<file path="src/rtl/serial_multiple_tx.sv">
// Parallel-to-serial stimulus transmitter: clear pulse, then MSB-first bits with
// the expected "divisible by DIVISOR" flag for the running prefix value.
module serial_multiple_tx #(
    parameter int WIDTH   = 16,
    parameter int DIVISOR = 5,
    parameter int LW      = $clog2(WIDTH + 1)
) (
    input  logic             clk,
    input  logic             resetn,
    input  logic             in_valid,
    input  logic [WIDTH-1:0] in_data,
    input  logic [LW-1:0]    in_len,
    output logic             in_ready,
    output logic             frame_clr,
    output logic             dout,
    output logic             dout_valid,
    output logic             dout_last,
    output logic             exp_div
);
    localparam int RW = (DIVISOR > 2) ? $clog2(DIVISOR) : 1;

    typedef enum logic [1:0] {IDLE, CLR, SHIFT} state_t;

    state_t           state_reg, state_next;
    logic [WIDTH-1:0] shreg_reg, shreg_next;
    logic [LW-1:0]    cnt_reg, cnt_next;
    logic [RW-1:0]    rem_reg, rem_next;
    logic             in_ready_reg, in_ready_next;
    logic             frame_clr_reg, frame_clr_next;
    logic             dout_reg, dout_next;
    logic             dout_valid_reg, dout_valid_next;
    logic             dout_last_reg, dout_last_next;
    logic             exp_div_reg, exp_div_next;

    logic [LW-1:0]    len_eff;
    logic [LW-1:0]    shamt;
    logic [RW:0]      rem_sum;
    logic [RW-1:0]    rem_step;
    logic             emit;

    // Out-of-range lengths fall back to a full-width word.
    assign len_eff = ((in_len == '0) || (in_len > LW'(WIDTH))) ? LW'(WIDTH) : in_len;
    assign shamt   = LW'(WIDTH) - len_eff;

    // rem < DIVISOR, so 2*rem+bit < 2*DIVISOR and one subtraction reduces it.
    assign rem_sum  = {rem_reg, shreg_reg[WIDTH-1]};
    assign rem_step = (rem_sum >= (RW+1)'(DIVISOR)) ? RW'(rem_sum - (RW+1)'(DIVISOR))
                                                    : RW'(rem_sum);

    always_ff @(posedge clk or negedge resetn) begin
        if (!resetn) begin
            state_reg      <= IDLE;
            shreg_reg      <= '0;
            cnt_reg        <= '0;
            rem_reg        <= '0;
            in_ready_reg   <= 1'b0;
            frame_clr_reg  <= 1'b0;
            dout_reg       <= 1'b0;
            dout_valid_reg <= 1'b0;
            dout_last_reg  <= 1'b0;
            exp_div_reg    <= 1'b0;
        end else begin
            state_reg      <= state_next;
            shreg_reg      <= shreg_next;
            cnt_reg        <= cnt_next;
            rem_reg        <= rem_next;
            in_ready_reg   <= in_ready_next;
            frame_clr_reg  <= frame_clr_next;
            dout_reg       <= dout_next;
            dout_valid_reg <= dout_valid_next;
            dout_last_reg  <= dout_last_next;
            exp_div_reg    <= exp_div_next;
        end
    end

    // Outputs are computed for the state being entered, so each state's
    // registered outputs are visible during that state. cnt counts bits not yet sent.
    always_comb begin
        state_next      = state_reg;
        shreg_next      = shreg_reg;
        cnt_next        = cnt_reg;
        rem_next        = rem_reg;
        frame_clr_next  = 1'b0;
        dout_next       = 1'b0;
        dout_valid_next = 1'b0;
        dout_last_next  = 1'b0;
        exp_div_next    = 1'b0;
        emit            = 1'b0;

        case (state_reg)
            IDLE: begin
                if (in_valid && in_ready_reg) begin
                    state_next     = CLR;
                    shreg_next     = in_data << shamt;
                    cnt_next       = len_eff;
                    rem_next       = '0;
                    frame_clr_next = 1'b1;
                end
            end
            CLR: begin
                state_next = SHIFT;
                emit       = 1'b1;
            end
            SHIFT: begin
                if (cnt_reg == '0) state_next = IDLE;
                else               emit       = 1'b1;
            end
            default: state_next = IDLE;
        endcase

        if (emit) begin
            dout_next       = shreg_reg[WIDTH-1];
            dout_valid_next = 1'b1;
            dout_last_next  = (cnt_reg == LW'(1));
            rem_next        = rem_step;
            exp_div_next    = (rem_step == '0);
            shreg_next      = {shreg_reg[WIDTH-2:0], 1'b0};
            cnt_next        = cnt_reg - LW'(1);
        end

        in_ready_next = (state_next == IDLE);
    end

    assign in_ready   = in_ready_reg;
    assign frame_clr  = frame_clr_reg;
    assign dout       = dout_reg;
    assign dout_valid = dout_valid_reg;
    assign dout_last  = dout_last_reg;
    assign exp_div    = exp_div_reg;
endmodule

</file>
<file path="config.mk">
export PLATFORM = sky130hd
export DESIGN_NAME = serial_multiple_tx
export DESIGN_NICKNAME = d
export VERILOG_FILES = /design/src/rtl/serial_multiple_tx.sv
export SDC_FILE = /design/constraint.sdc
export NUM_CORES = 1
export LEC_CHECK = 0
export ABC_AREA = 1
export BUFFER_PORTS_ARGS = -buffer_cell sky130_fd_sc_hd__buf_2
export CAP_MARGIN = 20
export CORE_AREA = 2 2 133 83
export CTS_CLUSTER_SIZE = 30
export DETAILED_ROUTE_END_ITERATION = 8
export DIE_AREA = 0 0 135 85
export PLACE_DENSITY = 0.42
export REMOVE_ABC_BUFFERS = 1
export SETUP_SLACK_MARGIN = 0.1
export SLEW_MARGIN = 20
export SYNTH_ARGS = -nofsm -noshare
export SYNTH_HDL_FRONTEND = slang
export SYNTH_SLANG_ARGS = --single-unit
export TNS_END_PERCENT = 30
</file>
<file path="constraint.sdc">
create_clock -name clk -period 1.7 [get_ports clk]
set_input_delay 0.34 -clock clk [delete_from_list [all_inputs] [get_ports clk]]
set_output_delay 0.34 -clock clk [all_outputs]
set_load 0.01 [all_outputs]
</file>
==> results of run 1 <==
cell usage after synthesis, types with 2 or more instances:
cell type  count  area, um^2
nand2_1      113       424.2
nand3_1       64       320.3
inv_1         55       206.5
dfrtp_1       32       800.8
nor2_1        20       75.07
o21ai_0       16       80.08
ha_1          11       137.6
buf_2          8       40.04
o211ai_1       8       60.06
nand2_2        7       43.79
a21oi_1        6       30.03
inv_2          6       22.52
nand4_1        5       31.28
buf_6          4       45.04
o21ai_1        4       20.02
o22ai_1        4       25.02
xor2_1         3       26.28
clkbuf_1       2       7.510
nor2_2         2       12.51
o21bai_1       2       15.01
o221ai_1       2       17.52
stage by stage:
step | hold WS [ns] | std cells | setup TNS [ns] | utilization, % | worst slack, ns
after global routing | 0.1195 | 579 | -4.482 | 32.20 | -0.3314
after global placement | 0.3972 | 568 | -10.10 | 29.06 | -0.6813
after floorplan | 0.04441 | 366 | -12.51 | - | -0.8887
after detailed placement | 0.3979 | 568 | -10.27 | 29.06 | -0.7082
final | 0.08363 | 579 | -1.649 | 32.20 | -0.1867
after CTS | 0.1010 | 578 | -3.105 | 31.25 | -0.2726
worst reg2reg max path: stages (launching register included):
cell and delay, ns:
dfrtp_1 0.38, inv_2 0.06, ha_1 0.14, inv_1 0.04, nor2_1 0.09, nand2_1 0.07, nand2_2 0.07, nand2_2 0.07
nand2_4 0.12, buf_4 0.16, nand3_1 0.11, inv_1 0.12, nand2_1 0.09, a21oi_1 0.15
per-layer routing:
layer	global-route usage [%]	share of wire, %
met4	2.273	0.63
met3	3.405	6.1
met1	21.73	57
met2	16.43	36
met5	0	0
worst paths after layout:
| check | end | slack [ns] | cells past startpoint | start |
|---|---|---|---|---|
| min in group clk | frame_clr | 0.46 | 4 | in_valid |
| max in group asynchronous | shreg_reg[1] | 1.30 | 2 | resetn |
| worst max register to register | shreg_reg[15] | -0.03 | 13 | cnt_reg[0] |
| worst max-delay path | shreg_reg[13] | -0.19 | 14 | in_len[3] |
| worst min-delay path | cnt_reg[1] | 0.08 | 2 | resetn |
| worst min register to register | shreg_reg[8] | 0.49 | 2 | shreg_reg[7] |
kinds of logic (layout without fill, tap and decap cells):
kind of cell / after synthesis / count (layout) / synth area share (%)
and+or+nand+nor: 217 / 217 / 38.64
DFF: 32 / 32 / 32.03
AOI/OAI and AO/OA: 42 / 42 / 9.910
adders and majority gates: 11 / 11 / 5.505
xor gates and xnor gates: 3 / 3 / 1.051
buffers and inverters: 75 / 135 / 12.86
power groups by stage:
stage / Clock [W] / Sequential, W / Combinational [W]
after floorplan: 0 / 0.00122 / 0.00139
after global placement: 0 / 0.00122 / 0.00229
after detailed placement: 0 / 0.00121 / 0.00229
after CTS: 0.000878 / 0.00120 / 0.00237
after global routing: 0.000915 / 0.00124 / 0.00278
final: 0.000837 / 0.00120 / 0.00242
final cells by class:
class	instances	share of cell area (%)
inverter	61	7.051
timing repair buffer	66	13.95
multi-input combinational	273	45.36
timing repair inverter	1	0.2262
tap	139	5.241
sequential	32	24.13
clock buffer	6	3.884
clock inverter	1	0.1508
timing repair:
action	4_1_cts	5_1_grt
endpoints found under the setup margin	23	26
setup buffers	2	1
pin swaps	10	14
resized for setup	21	22
gates cloned	1	0
==> out/results.ini, run 1 <==
[timing]
fin_ws_ns = -0.1867
rsz0062_at_grt = yes
max_freq_ghz = 0.5300
setup_viol = 16
worstMarginPinSlew_ns = 0.4315
hold_viol = 0
finalMaxSlewViolations = 0
period_needed_ns = 1.887
finalCritPeriodShare_pct = 111.0
slew_headroom_pct = 71.23
clock_skew_ns = 0.005990

[clocking]
clock_sinks = 32
path_clk_slew_ns = 0.05
cts_max_path_buffers = 2
cts_made_buffers = 5
holdBufCountCts = 0
ctsHtreeMaxLevel = 2
clk_latency_ns = 0.28
cts_tree = built
root_buffer = clkbuf_16

[placed_design]
gp_congestion = 0.7706
dp_hpwl_mm = 5.466
placed_area_um2 = 2994
port_buffers = 29

[synthesis]
synth_warnings = 0
syn_area_um2 = 2500
ys.flop_type = dfrtp_1
ys_async_sr_fraction_pct = 100.0
ys_types = 27
post_synth.cell_area_avg_um2 = 6.579
synthCells = 380
synth-seq-cells = 32
synth-edff-count = 0
ys_seq_area_share_pct = 32.03

[grt]
grt_pass1_wl_mm = 11.93
grt_antenna_before_repair = 0
grt_max_degree = 33
gr-total-overflow = 0
grt_usage_pct = 13.10
grt_pass1_vias = 2408

[layout]
final_cell_mix = 105 x nand2_1, 59 x nand3_1, 53 x inv_1
syn_to_final_growth_pct = 32.73
nNetsFinal = 475
final_common_cell = nand2_1
final_area_um2 = 3318
seq_area_um2 = 800.8
largest_reg_flops = 16
diodes = 0
drive_above_1_share_pct = 26.59
fill_cells = 1168
multi_input_area_um2 = 1505

[critical_path]
crit_slowest_cell = ha_4
critPathMaxFanout = 8
setup.worst_path.class = in -> reg
critPathCaptureType = flop
cp_top_family = simple AND/OR/NAND/NOR gates
cp_cell_sequence = buf_2 > inv_1 > nand3_2 > ha_4 > inv_4 > nand2_2 > ha_4 > clkinvlp_4 > nand3_1 > nand3_1 > nand2_1 > nor2_1 > nor2_1 > a21oi_2
path_buf_inv = 4
arrival_ns = 2.05
crit_path_start_kind = primary input
crit_required_ns = 1.86
slowest_delay_ns = 0.32

[run_status]
status = complete, but fails checks
violations = negative setup slack

[detailed_routing]
detail_route.wl_per_cell_um = 12.03
drt_wl_total_mm = 6.964
drc = 0
drtAntennaViolNets = 0
viasPerCell = 4.456
vias = 2580
drt_iter0_markers = 165
drt_first_pass_iters = 4

[pwr]
netSwitchingFraction_pct = 41.59
p_clk_share_pct = 18.8
internal-power_w = 0.002604
pwr-share-comb_pct = 54.2
p_total_w = 0.004457
power.density_nw_per_um2 = 1343
vdd_drop_max_mv = 0.5183
seqPwrFrac_pct = 27.0
power.leakage_nw = 1.755
p_switching_w = 0.001854

[worst_hold_path]
hold_class = in -> async

[die]
dieHeight_um = 85
start_util_pct = 24.26
num_rows = 29
core_area_um2 = 10300
die_w_um = 135
die-area_um2 = 11480
ioPinCount = 30

[flow_run]
cap_violations = 0

Note: power is estimated with default switching activity, not from simulation.
==> run 2: changes to the inputs <==
--- a/config.mk
+++ b/config.mk
@@ -14,7 +14,6 @@
 export DIE_AREA = 0 0 135 85
 export PLACE_DENSITY = 0.42
 export REMOVE_ABC_BUFFERS = 1
-export SETUP_SLACK_MARGIN = 0.1
 export SLEW_MARGIN = 20
 export SYNTH_ARGS = -nofsm -noshare
 export SYNTH_HDL_FRONTEND = slang
==> out/results.ini, run 2 (same netlist as run 1, synthesis figures left out) <==
[detailed_routing]
dr_wl_met2_mm = 2.520  ; unchanged
detail_route.wl_per_cell_um = 12.02  ; about the same
dr.max_layer_used = met4
drtAntennaViolNets = 0  ; unchanged
vias = 2584  ; +0.16%
drc = 0  ; unchanged
drt_wl_total_mm = 6.961  ; about the same
dr_wl_met3_um = 426  ; unchanged
drt_iter0_markers = 161  ; -2.4%
viasPerCell = 4.463  ; +0.16%
drt_first_pass_iters = 4  ; unchanged
wl_met1_mm = 3.969  ; about the same

[placed_design]
dp_hpwl_mm = 5.466  ; unchanged
pre_cts_ws_ns = -0.7082  ; unchanged
port_buffers = 29  ; unchanged
placed_area_um2 = 2994  ; unchanged
gp_congestion = 0.7706  ; unchanged

[clocking]
cts_max_path_buffers = 2  ; unchanged
cts_tree = built
clock_sinks = 32  ; unchanged
root_buffer = clkbuf_16
ctsHtreeMaxLevel = 2  ; unchanged
path_clk_slew_ns = 0.05  ; about the same
clk_latency_ns = 0.28  ; about the same
cts_made_buffers = 5  ; unchanged

[critical_path]
arrival_ns = 2.04  ; about the same
slowest_delay_ns = 0.32  ; about the same
setup.worst_path.class = in -> reg
crit_required_ns = 1.86  ; about the same
crit_path_start_kind = primary input
critPathCaptureType = flop
cp_cell_sequence = buf_2 > inv_1 > nand3_2 > ha_4 > inv_4 > nand2_2 > ha_4 > clkinvlp_4 > nand3_1 > nand3_1 > nand2_1 > nor2_1 > nor2_1 > a21oi_2
cp_num_cells = 14  ; unchanged
cp_top_family = simple AND/OR/NAND/NOR gates
critPathMaxFanout = 8  ; unchanged
r2r_cells = 13  ; unchanged
path_buf_inv = 4  ; unchanged
crit_slowest_cell = ha_4

[layout]
final_area_um2 = 3318  ; unchanged
final_common_cell = nand2_1
nNetsFinal = 475  ; unchanged
syn_to_final_growth_pct = 32.73  ; unchanged
diodes = 0  ; unchanged
final_cell_mix = 105 x nand2_1, 59 x nand3_1, 53 x inv_1
final_core_util_pct = 32.20  ; unchanged
largest_reg_flops = 16  ; unchanged
drive_above_1_share_pct = 26.59  ; unchanged

[run_status]
status = complete, but fails checks
violations = negative setup slack

[pwr]
power.leakage_nw = 1.755  ; unchanged
p_total_w = 0.004457  ; about the same
power.density_nw_per_um2 = 1343  ; about the same
vdd_drop_max_mv = 0.5182  ; about the same

[timing]
clock_skew_ns = 0.005990  ; unchanged
rsz0062_at_grt = yes
fin_ws_ns = -0.1846  ; +0.002031 ns
worstMarginPinSlew_ns = 0.4315  ; -0.00002027 ns
max_freq_ghz = 0.5306  ; +0.11%
finalCritPeriodShare_pct = 110.9  ; -0.12 points
hold_viol = 0  ; unchanged
setup_viol = 16  ; unchanged
finalMaxSlewViolations = 0  ; unchanged
period_needed_ns = 1.885  ; -0.002031 ns
slew_headroom_pct = 71.23  ; about the same
fin_setup_tns_ns = -1.651  ; -0.001870 ns

[die]
ioPinCount = 30  ; unchanged
num_rows = 29  ; unchanged
die-area_um2 = 11480  ; unchanged
core_area_um2 = 10300  ; unchanged
dieHeight_um = 85  ; unchanged
die_w_um = 135  ; unchanged
start_util_pct = 24.26  ; unchanged

[grt]
gr-total-overflow = 0  ; unchanged
grt_antenna_before_repair = 0  ; unchanged
grt_pass1_wl_mm = 11.93  ; unchanged
grt_pass1_vias = 2409  ; +0.042%
grt_usage_pct = 13.10  ; unchanged
grt_max_degree = 33  ; unchanged

[flow_run]
cap_violations = 0  ; unchanged

[worst_hold_path]
hold_class = in -> async

==> run 2: layer usage <==
metal,GRT usage [%],up-vias
met5,0,-
met4,2.273,0
met3,3.405,5
met1,21.73,1191
li1,-,1339
met2,16.43,49
==> run 2: repair_timing <==
| action | CTS | global route |
|---|---|---|
| gates resized for setup | 21 | 22 |
| gates cloned | 1 | 0 |
| hold buffers | 0 | 0 |
| buffers inserted | 2 | 1 |
| setup endpoints to repair | 19 | 24 |
| hold endpoints to repair | 0 | 0 |
| pin swaps | 10 | 14 |
==> run 2: cell type report <==
class | count | area [um^2]
Fill cell | 1168 | 6987
Timing Repair inverter | 1 | 7.507
Clock inverter | 1 | 5.005
Clock buffer | 6 | 128.9
Timing Repair Buffer | 66 | 462.9
Inverter | 61 | 234.0
Multi-Input combinational cell | 273 | 1505
Tap cell | 139 | 173.9
Sequential cell | 32 | 800.8
==> run 2: per-stage QoR <==
stage	cells	hold slack (ns)
2_1_floorplan	366	0.04441
3_3_place_gp	568	0.3972
3_5_place_dp	568	0.3979
4_1_cts	578	0.1010
5_1_grt	579	0.1195
6_report	579	0.08362
==> run 2: final timing paths <==
path,from,end,slack [ns]
max,in_len[3],shreg_reg[13],-0.18
min,resetn,cnt_reg[1],0.08
max reg2reg,cnt_reg[0],shreg_reg[15],-0.03
min reg2reg,shreg_reg[7],shreg_reg[8],0.49
max in group asynchronous,resetn,shreg_reg[1],1.30
min in group clk,in_valid,frame_clr,0.46
==> run 2: worst reg2reg max path, delay by kind of cell, from the launching register on <==
kind | cells | cell delay, ns
fa+ha+maj | 1 | 0.14
compound gates | 1 | 0.15
buf+inv | 4 | 0.38
flops | 1 | 0.38
simple gates | 7 | 0.62
==> run 2: power by group <==
group          internal [W]  switching, W
clock network      0.000531      0.000306
logic               0.00101       0.00141
registers           0.00106      0.000138
==> run 3: changes to the inputs <==
--- a/config.mk
+++ b/config.mk
@@ -8,14 +8,13 @@
 export ABC_AREA = 1
 export BUFFER_PORTS_ARGS = -buffer_cell sky130_fd_sc_hd__buf_2
 export CAP_MARGIN = 20
-export CORE_AREA = 2 2 133 83
+export CORE_AREA = 2 2 95 60
 export CTS_CLUSTER_SIZE = 30
 export DETAILED_ROUTE_END_ITERATION = 8
-export DIE_AREA = 0 0 135 85
-export PLACE_DENSITY = 0.42
+export DIE_AREA = 0 0 97 62
+export PLACE_DENSITY = 0.71
 export REMOVE_ABC_BUFFERS = 1
 export SLEW_MARGIN = 20
 export SYNTH_ARGS = -nofsm -noshare
 export SYNTH_HDL_FRONTEND = slang
 export SYNTH_SLANG_ARGS = --single-unit
-export TNS_END_PERCENT = 30
==> out/results.ini, run 3 (same netlist as run 1, synthesis figures left out) <==
[clocking]
holdBufCountCts = 0  ; unchanged
ctsHtreeMaxLevel = 2  ; unchanged
path_clk_slew_ns = 0.07  ; +0.02 ns
cts_made_buffers = 5  ; unchanged
root_buffer = clkbuf_8
cts_tree = built
clk_latency_ns = 0.29  ; about the same
cts_max_path_buffers = 2  ; unchanged
clock_sinks = 32  ; unchanged

[flow_run]
cap_violations = 0  ; unchanged

[pwr]
p_clk_share_pct = 14.0  ; -4.8 points
seqPwrFrac_pct = 26.5  ; -0.5 points
pwr-share-comb_pct = 59.6  ; +5.4 points
power.leakage_nw = 1.793  ; +2.2%
netSwitchingFraction_pct = 42.74  ; +1.2 points
internal-power_w = 0.002626  ; +0.87%
p_switching_w = 0.001960  ; +5.8%
vdd_drop_max_mv = 0.6426  ; +24%
p_total_w = 0.004587  ; +2.9%
power.density_nw_per_um2 = 1378  ; +2.6%

[timing]
slew_headroom_pct = 72.19  ; +0.96 points
setup_viol = 17  ; +1
finalCritPeriodShare_pct = 109.8  ; -1.0 points
rsz0062_at_grt = yes
clock_skew_ns = 0.008368  ; +0.002378 ns
finalMaxSlewViolations = 0  ; unchanged
hold_viol = 0  ; unchanged
fin_ws_ns = -0.1672  ; +0.01742 ns
worstMarginPinSlew_ns = 0.4171  ; -0.01436 ns
period_needed_ns = 1.867  ; -0.01742 ns
max_freq_ghz = 0.5356  ; +0.93%

[detailed_routing]
drt_iter0_markers = 156  ; -3.1%
vias = 2628  ; +1.7%
viasPerCell = 5.113  ; +15%
drc = 0  ; unchanged
drt_first_pass_iters = 4  ; unchanged
drt_wl_total_mm = 6.535  ; -6.1%
detail_route.wl_per_cell_um = 12.71  ; +5.8%
drtAntennaViolNets = 0  ; unchanged

[placed_design]
placed_area_um2 = 2892  ; -3.4%
dp_hpwl_mm = 4.631  ; -15%
port_buffers = 29  ; unchanged
gp_congestion = 0.8629  ; +12%

[critical_path]
critPathMaxFanout = 8  ; unchanged
slowest_delay_ns = 0.32  ; about the same
crit_slowest_cell = ha_4
arrival_ns = 2.04  ; about the same
regToRegEndpoint = shreg_reg[15]
crit_required_ns = 1.87  ; about the same
crit_path_start_kind = primary input
rr_startpoint = cnt_reg[0]
critPathCaptureType = flop
cp_cell_sequence = buf_6 > nor2_4 > nand3_2 > ha_4 > inv_4 > nand2_2 > ha_4 > clkinvlp_4 > nand3_2 > nand3_1 > nand2_1 > nor2_1 > nor2_1 > a21oi_2
r2r_cells = 13  ; unchanged
setup.worst_path.class = in -> reg
cp_top_family = simple AND/OR/NAND/NOR gates
path_buf_inv = 3  ; -1
r2r_setup_slack_ns = -0.06  ; -0.03 ns

[die]
dieHeight_um = 62  ; -27%
die-area_um2 = 6014  ; -48%
die_w_um = 97  ; -28%
start_util_pct = 47.33  ; +23 points
num_rows = 21  ; -28%
ioPinCount = 30  ; unchanged
core_area_um2 = 5281  ; -49%

[layout]
fill_cells = 492  ; -58%
syn_to_final_growth_pct = 33.13
final_core_util_pct = 63.02  ; +31 points
diodes = 0  ; unchanged
final_common_cell = nand2_1
final_area_um2 = 3328  ; +0.30%
drive_above_1_share_pct = 28.54  ; +1.9 points
final_cell_mix = 103 x nand2_1, 59 x nand3_1, 52 x inv_1
nNetsFinal = 480  ; +1.1%
largest_reg_flops = 16  ; unchanged

[run_status]
status = complete, but fails checks
violations = negative setup slack

[worst_hold_path]
hold_class = in -> async

[grt]
grt_antenna_before_repair = 0  ; unchanged
grt_max_degree = 33  ; unchanged
grt_usage_pct = 21.67  ; +8.6 points
grt_pass1_wl_mm = 10.37  ; -13%
gr-total-overflow = 0  ; unchanged
grt_pass1_vias = 2282  ; -5.3%

==> run 3: cell count changes in the layout (fill, tap and decap cells not counted), sizes merged <==
cell,before,now
buf,66,70
clkinv,1,0
clkbuf,6,8
==> run 3: final cells by class <==
type / count / area (um^2) / share of cell area [%]
multi-input combinational: 273 / 1554 / 46.69
timing repair inverter: 1 / 7.507 / 0.2256
tap: 69 / 86.33 / 2.594
sequential: 32 / 800.8 / 24.06
clock buffer: 7 / 96.34 / 2.895
inverter: 61 / 236.5 / 7.105
timing repair buffer: 71 / 546.8 / 16.43
==> run 3: per-stage QoR <==
step           instances  hold WS, ns  TNS, ns  worst slack [ns]
2_1_floorplan        366      0.04441   -12.51           -0.8887
3_3_place_gp         496       0.3814   -8.645           -0.6159
3_5_place_dp         496       0.3892   -9.187           -0.6419
4_1_cts              505      0.07349   -2.568           -0.2265
5_1_grt              514       0.1104   -3.506           -0.2798
6_report             514      0.06436   -1.381           -0.1672
==> run 3: worst max path at each step <==
stage	startpoint	end	slack (ns)	cells after the start
after floorplan	in_len[0]	shreg_reg[8]	-0.89	12
after global placement	in_len[0]	shreg_reg[14]	-0.62	15
after detailed placement	in_len[0]	shreg_reg[14]	-0.64	15
after CTS	in_len[1]	shreg_reg[13]	-0.23	13
after global routing	in_len[1]	shreg_reg[13]	-0.28	13
final	in_len[1]	shreg_reg[13]	-0.17	14
==> run 3: per-layer routing <==
metal | up-vias | routed length, um | global-route usage [%]
li1 | 1349 | - | -
met1 | 1215 | 3420 | 31.97
met2 | 62 | 2737 | 32.24
met3 | 2 | 367 | 5.928
met4 | 0 | 10 | 4.225
met5 | - | 0 | 0
==> run 3: timing repair <==
| item | in CTS | in global routing |
|---|---|---|
| pin swaps | 12 | 22 |
| hold endpoints to repair | 0 | 0 |
| gates resized for setup | 19 | 48 |
| endpoints found under the setup margin | 18 | 22 |
| buffers inserted | 1 | 7 |
| cloned | 1 | 2 |
==> run 3: power groups by stage <==
stage               logic [W]  clock network, W  registers [W]
floorplan             0.00139                 0        0.00122
global placement      0.00218                 0        0.00121
detailed placement    0.00222                 0        0.00122
CTS                   0.00229          0.000659        0.00120
global route          0.00304          0.000684        0.00125
finish                0.00273          0.000641        0.00121
